File: src/rtl/rsc2_enc_parity_pack.sv
// ---------------------------------------------------------------------------
// rsc2_enc_parity_pack
//
// Packs the sparse duobit stream left after Y/W puncturing into pDAT_W-bit
// words for the output mux/FIFO. Each word carries a valid-slot count and
// sop/eop framing. Upstream cannot stall, so every word leaves as a single
// oval pulse exactly one enabled cycle after the duobit that completes it
// or ends the frame.
//
// Parameters:
//   pDAT_W     : output word width, even, 2..32 (pDAT_W/2 duobits per word)
//   pMSB_FIRST : 0 -> first duobit at odat[1:0]
//                1 -> first duobit at odat[pDAT_W-1:pDAT_W-2]
//
// Ports:
//   iclk     : clock
//   ireset   : asynchronous active-high reset
//   iclkena  : clock enable, low freezes all state and outputs
//   isop     : first duobit of frame (qualified by ival)
//   ieop     : last duobit of frame (qualified by ival)
//   ival     : duobit valid
//   idat     : duobit, idat[1] lands on the higher bit of its slot
//   oval     : packed word valid pulse
//   osop     : word is first of frame (qualified by oval)
//   oeop     : word is last of frame (qualified by oval)
//   onum     : number of valid duobits in the word (qualified by oval)
//   odat     : packed word, unused slots are zero
//   oerr     : framing error pulse (data outside frame / missing eop)
// ---------------------------------------------------------------------------
module rsc2_enc_parity_pack #(
   parameter int pDAT_W     = 8,
   parameter int pMSB_FIRST = 0
) (
   input  logic              iclk,
   input  logic              ireset,
   input  logic              iclkena,
   input  logic              isop,
   input  logic              ieop,
   input  logic              ival,
   input  logic [1:0]        idat,
   output logic              oval,
   output logic              osop,
   output logic              oeop,
   output logic [4:0]        onum,
   output logic [pDAT_W-1:0] odat,
   output logic              oerr
);

   typedef enum logic {
      ST_IDLE,
      ST_PACK
   } state_t;

   localparam logic [4:0] NSLOT = 5'(pDAT_W / 2);

   // OR a duobit into its slot. The target slot is always zero in base
   // because the accumulator is cleared after each emitted word and a
   // restarted frame begins from an all-zero word.
   function automatic logic [pDAT_W-1:0] place_slot(
      input logic [pDAT_W-1:0] base,
      input logic [4:0]        slot,
      input logic [1:0]        d
   );
      int sh;
      sh = (pMSB_FIRST != 0) ? (pDAT_W - 2 - 2 * int'(slot)) : (2 * int'(slot));
      return base | (pDAT_W'(d) << sh);
   endfunction

   state_t              state_p0, state_nxt;
   logic [4:0]          cnt_p0, cnt_nxt;
   logic [pDAT_W-1:0]   acc_p0, acc_nxt;
   logic                first_p0, first_nxt;

   logic                oval_nxt, osop_nxt, oeop_nxt, oerr_nxt;
   logic [4:0]          onum_nxt;
   logic [pDAT_W-1:0]   odat_nxt;

   logic                take;
   logic [pDAT_W-1:0]   word;
   logic [4:0]          n;
   logic                first_eff;

   // ---- stage 0: duobit intake, slot placement, word close decision ----
   always_comb begin
      state_nxt = state_p0;
      cnt_nxt   = cnt_p0;
      acc_nxt   = acc_p0;
      first_nxt = first_p0;
      oval_nxt  = 1'b0;
      osop_nxt  = 1'b0;
      oeop_nxt  = 1'b0;
      oerr_nxt  = 1'b0;
      onum_nxt  = onum;
      odat_nxt  = odat;
      take      = 1'b0;
      word      = '0;
      n         = '0;
      first_eff = first_p0;

      if (ival) begin
         if (isop) begin
            // A new sop inside an open frame means the previous eop went
            // missing: drop the partial word silently and flag it.
            oerr_nxt  = (state_p0 == ST_PACK);
            take      = 1'b1;
            word      = place_slot('0, 5'd0, idat);
            n         = 5'd1;
            first_eff = 1'b1;
         end else if (state_p0 == ST_IDLE) begin
            oerr_nxt  = 1'b1;
         end else begin
            take      = 1'b1;
            word      = place_slot(acc_p0, cnt_p0, idat);
            n         = cnt_p0 + 5'd1;
         end

         if (take) begin
            if (ieop || (n == NSLOT)) begin
               oval_nxt  = 1'b1;
               osop_nxt  = first_eff;
               oeop_nxt  = ieop;
               onum_nxt  = n;
               odat_nxt  = word;
               cnt_nxt   = '0;
               acc_nxt   = '0;
               first_nxt = 1'b0;
               state_nxt = ieop ? ST_IDLE : ST_PACK;
            end else begin
               cnt_nxt   = n;
               acc_nxt   = word;
               first_nxt = first_eff;
               state_nxt = ST_PACK;
            end
         end
      end
   end

   // ---- stage 1: registered state and outputs ----
   always_ff @(posedge iclk or posedge ireset) begin
      if (ireset) begin
         state_p0 <= ST_IDLE;
         cnt_p0   <= '0;
         acc_p0   <= '0;
         first_p0 <= 1'b0;
         oval     <= 1'b0;
         osop     <= 1'b0;
         oeop     <= 1'b0;
         oerr     <= 1'b0;
         onum     <= '0;
         odat     <= '0;
      end else if (iclkena) begin
         state_p0 <= state_nxt;
         cnt_p0   <= cnt_nxt;
         acc_p0   <= acc_nxt;
         first_p0 <= first_nxt;
         oval     <= oval_nxt;
         osop     <= osop_nxt;
         oeop     <= oeop_nxt;
         oerr     <= oerr_nxt;
         onum     <= onum_nxt;
         odat     <= odat_nxt;
      end
   end

endmodule

File: config.mk
export PLATFORM = sky130hd
export DESIGN_NAME = rsc2_enc_parity_pack
export DESIGN_NICKNAME = d
export VERILOG_FILES = /design/src/rtl/rsc2_enc_parity_pack.sv
export SDC_FILE = /design/constraint.sdc
export NUM_CORES = 1
export LEC_CHECK = 0
export CAP_MARGIN = 20
export CORE_MARGIN = 2
export CORE_UTILIZATION = 45
export CTS_BUF_LIST = sky130_fd_sc_hd__clkbuf_16
export DETAILED_ROUTE_END_ITERATION = 6
export PLACE_DENSITY = 0.69
export SETUP_SLACK_MARGIN = 0.3
export SYNTH_ARGS = -nofsm -noshare
export SYNTH_HDL_FRONTEND = slang
export SYNTH_SLANG_ARGS = --single-unit
File: constraint.sdc
create_clock -name iclk -period 1.95 [get_ports iclk]
set_input_delay 0.39 -clock iclk [delete_from_list [all_inputs] [get_ports iclk]]
set_output_delay 0.39 -clock iclk [all_outputs]
set_load 0.1 [all_outputs]
==> summary.md <==
| Metric | Value |
|---|---|
| Critical path, cell by cell | `ha_1 -> nor3b_2 -> nand4_1 -> o21ai_4 -> buf_6 -> mux2_2` |
| Placed instance count | `233` |
| Period Utilization, post-route | `95.5%` |
| Leak | `1.05 nW` |
| Clock Sinks | `32` |
| # rows | `21` |
| Cell count after synthesis | `148` |
| Min Clock Period, post-route | `1.86 ns` |
| Worst Path Class, Setup | `reg -> reg` |
| DR iter-0 viols | `93` |
| DR pass1 iterations | `4` |
| Dpl cell area | `0.00195 mm^2` |
| RSZ-0062 raised after global routing | `yes` |
| Total track usage | `21.6%` |
| Final WS setup | `0.0870 ns` |
| Total power | `2.22 mW` |
| Synth async-reset ratio | `100%` |
| Synth Flop Type | `dfrtp_1` |
| Final core utilization | `66.0%` |
| Slowest cell on crit path | `dfrtp_1` |
| Worst path max stage delay | `0.38 ns` |
| Core area | `0.00334 mm^2` |
| Io pins | `25` |
| Hold-fix buffers, CTS | `0` |
| CTS root buf | `clkbuf_16` |
| Layout cells sized above 1 | `37.8%` |
| I/O Buffers | `24` |
| WL final | `3790 um` |
| Final Hold Slack | `0.496 ns` |
| Die Wd | `62.8 um` |
| Top cells by count, synth | `dfrtp_1, inv_1, a21oi_1, nand2_1, nor2_1` |
| Endpoints failing setup | `0` |
| Initial core utilization | `46.7%` |
| Setup TNS | `0 ns` |
| Worst path arrival time | `2.02 ns` |
| Flops & latches, synth | `32` |
| Max-Cap Viols | `0` |
| YS warnings | `0` |
| Routed vias/inst | `5.43` |
| Cell family with most CP delay | `flip-flops` |
| Initial antenna violation count | `0` |
| Vias in the first global route | `1,405` |
| Global-route wire length before repair | `6640 um` |
| DR vias | `1,341` |
| Fraction of the yosys area taken by sequential cells | `51.4%` |
| Avg WL per Cell | `15.3 um` |
| Slew margin rel. | `73.0%` |
| Routed Antenna Nets | `0` |
| Cell area after synthesis | `0.00156 mm^2` |
| Residual DRC | `0` |
| Synth top area cells | `dfrtp_1, mux2_2, inv_1` |
| Worst Hold Class | `in -> async` |
| Final Cell Area | `0.00220 mm^2` |
| Most frequent cell after synthesis | `dfrtp_1` |
| Fin cells | `247` |
| Synth top area share | `51.4%` |
| Buffer levels on the longest clock path | `2` |
| Clk pin slew, worst setup/hold paths | `0.05 ns` |
| Required @ worst endpoint | `2.11 ns` |
| CP Max Fanout | `6` |
| Clock Latency Late Sink | `0.28 ns` |
| Crit path buf inv count | `1` |
| Area leader, netlist | `dfrtp_1` |
| GPL Wtd Cong | `0.808` |
| Synthesis-to-layout area growth | `41.4%` |
| Fmax | `537 MHz` |
| Die Height | `62.8 um` |
| TritonCTS buffer count | `5` |
| Die area | `0.00395 mm^2` |
| DP HPWL | `2580 um` |
| Fin. Hold Viols | `0` |
| CP endpoint kind | `register` |
| Diodes inserted | `0` |
| Status | `completed` |
| Pre-CTS WS | `-0.459 ns` |
| Synthesized area per cell | `10.5 um^2` |
| H-tree levels | `2` |
| Number of synthesized flops with an enable pin | `0` |
| Worst setup SP type | `register` |
| Final Max Tran Viols | `0` |
| IR drop worst, VDD | `0.000665 V` |
| GRT Residual Overflow | `0` |
| CTS tree | `built` |
| Max Clock Skew | `0.00364 ns` |
| Syn_nets | `158` |
| Cell Pwr Density | `1010 mW/mm^2` |
| Distinct cells, synth | `43` |
| Final nets | `210` |
| Largest net degree at the start of global routing | `33` |
| Slew @ Worst Pin | `0.406 ns` |
## per-layer routing
layer	track usage (%)	vias to the layer above	share of wire [%]
met5	0	-	0
met4	9.17	0	2.0
met3	7.21	10	6.5
met2	33.7	53	47
met1	27.5	652	44
li1	-	626	-
## where the power goes
part,internal [mW],switching (mW),leakage (nW)
clock,0.462,0.268,0.0710
sequential,0.733,0.0432,0.425
combinational,0.206,0.502,0.553
total,1.40,0.814,1.05
## logic make-up (layout without fill, tap and decap cells)
group	count (synthesis)	count (layout)	share of synthesized area (%)
adder cells (fa/ha/maj)	2	2	1.61
AND/OR/NAND/NOR	39	39	13.7
AO/OA/AOI/OAI	40	40	17.2
XOR/XNOR	3	3	2.17
multiplexers	11	11	7.87
flip-flops	32	32	51.4
buffers and inverters	21	74	6.02
## flip-flops by register name, summed over array words and instances (netlist names)
signal,flops
oerr,1
odat,8
state_p0,1
oeop,1
first_p0,1
osop,1
oval,1
acc_p0,8
cnt_p0,5
onum,5
## worst min-delay path: stages
cell and delay (ns):
clkdlybuf4s50_1 0.39, inv_1 0.05, buf_4 0.36
## cell usage in the layout (no fill, tap or decap), drive strengths merged, types with 5 or more instances in the layout
cell           count
buf               44
dfrtp             32
inv               15
a21oi             11
nand2             10
nor2               8
mux2               7
clkdlybuf4s50      6
o21ai              6
clkbuf             5
## final cells by class
class	instances	area, um^2
fill	275	1130
sequential	32	802
multi-input combinational	95	738
timing repair buffer	51	410
clock buffer	5	125
tap	46	57.6
inverter	15	56.3
clock inverter	3	13.8
## path summary, 6_finish.rpt
check | slack [ns] | startpoint | cells after the start | to
min | 0.50 | ireset | 3 | odat[4]$_DFFE_PP0P_
max reg2reg | 0.09 | cnt_p0[0]$_DFFE_PP0P_ | 6 | odat[4]$_DFFE_PP0P_
max in group asynchronous | 1.14 | ireset | 3 | cnt_p0[2]$_DFFE_PP0P_
min in group iclk | 0.50 | oval$_DFFE_PP0P_ | 1 | oval$_DFFE_PP0P_
max | 0.09 | cnt_p0[0]$_DFFE_PP0P_ | 6 | odat[4]$_DFFE_PP0P_
min reg2reg | 0.50 | oval$_DFFE_PP0P_ | 1 | oval$_DFFE_PP0P_
## timing repair
item	in CTS	in global routing
pin swaps	2	0
buffers inserted	6	0
gates resized for setup	12	5
setup endpoints to repair	30	27
Power figures use the tool's default switching activity.
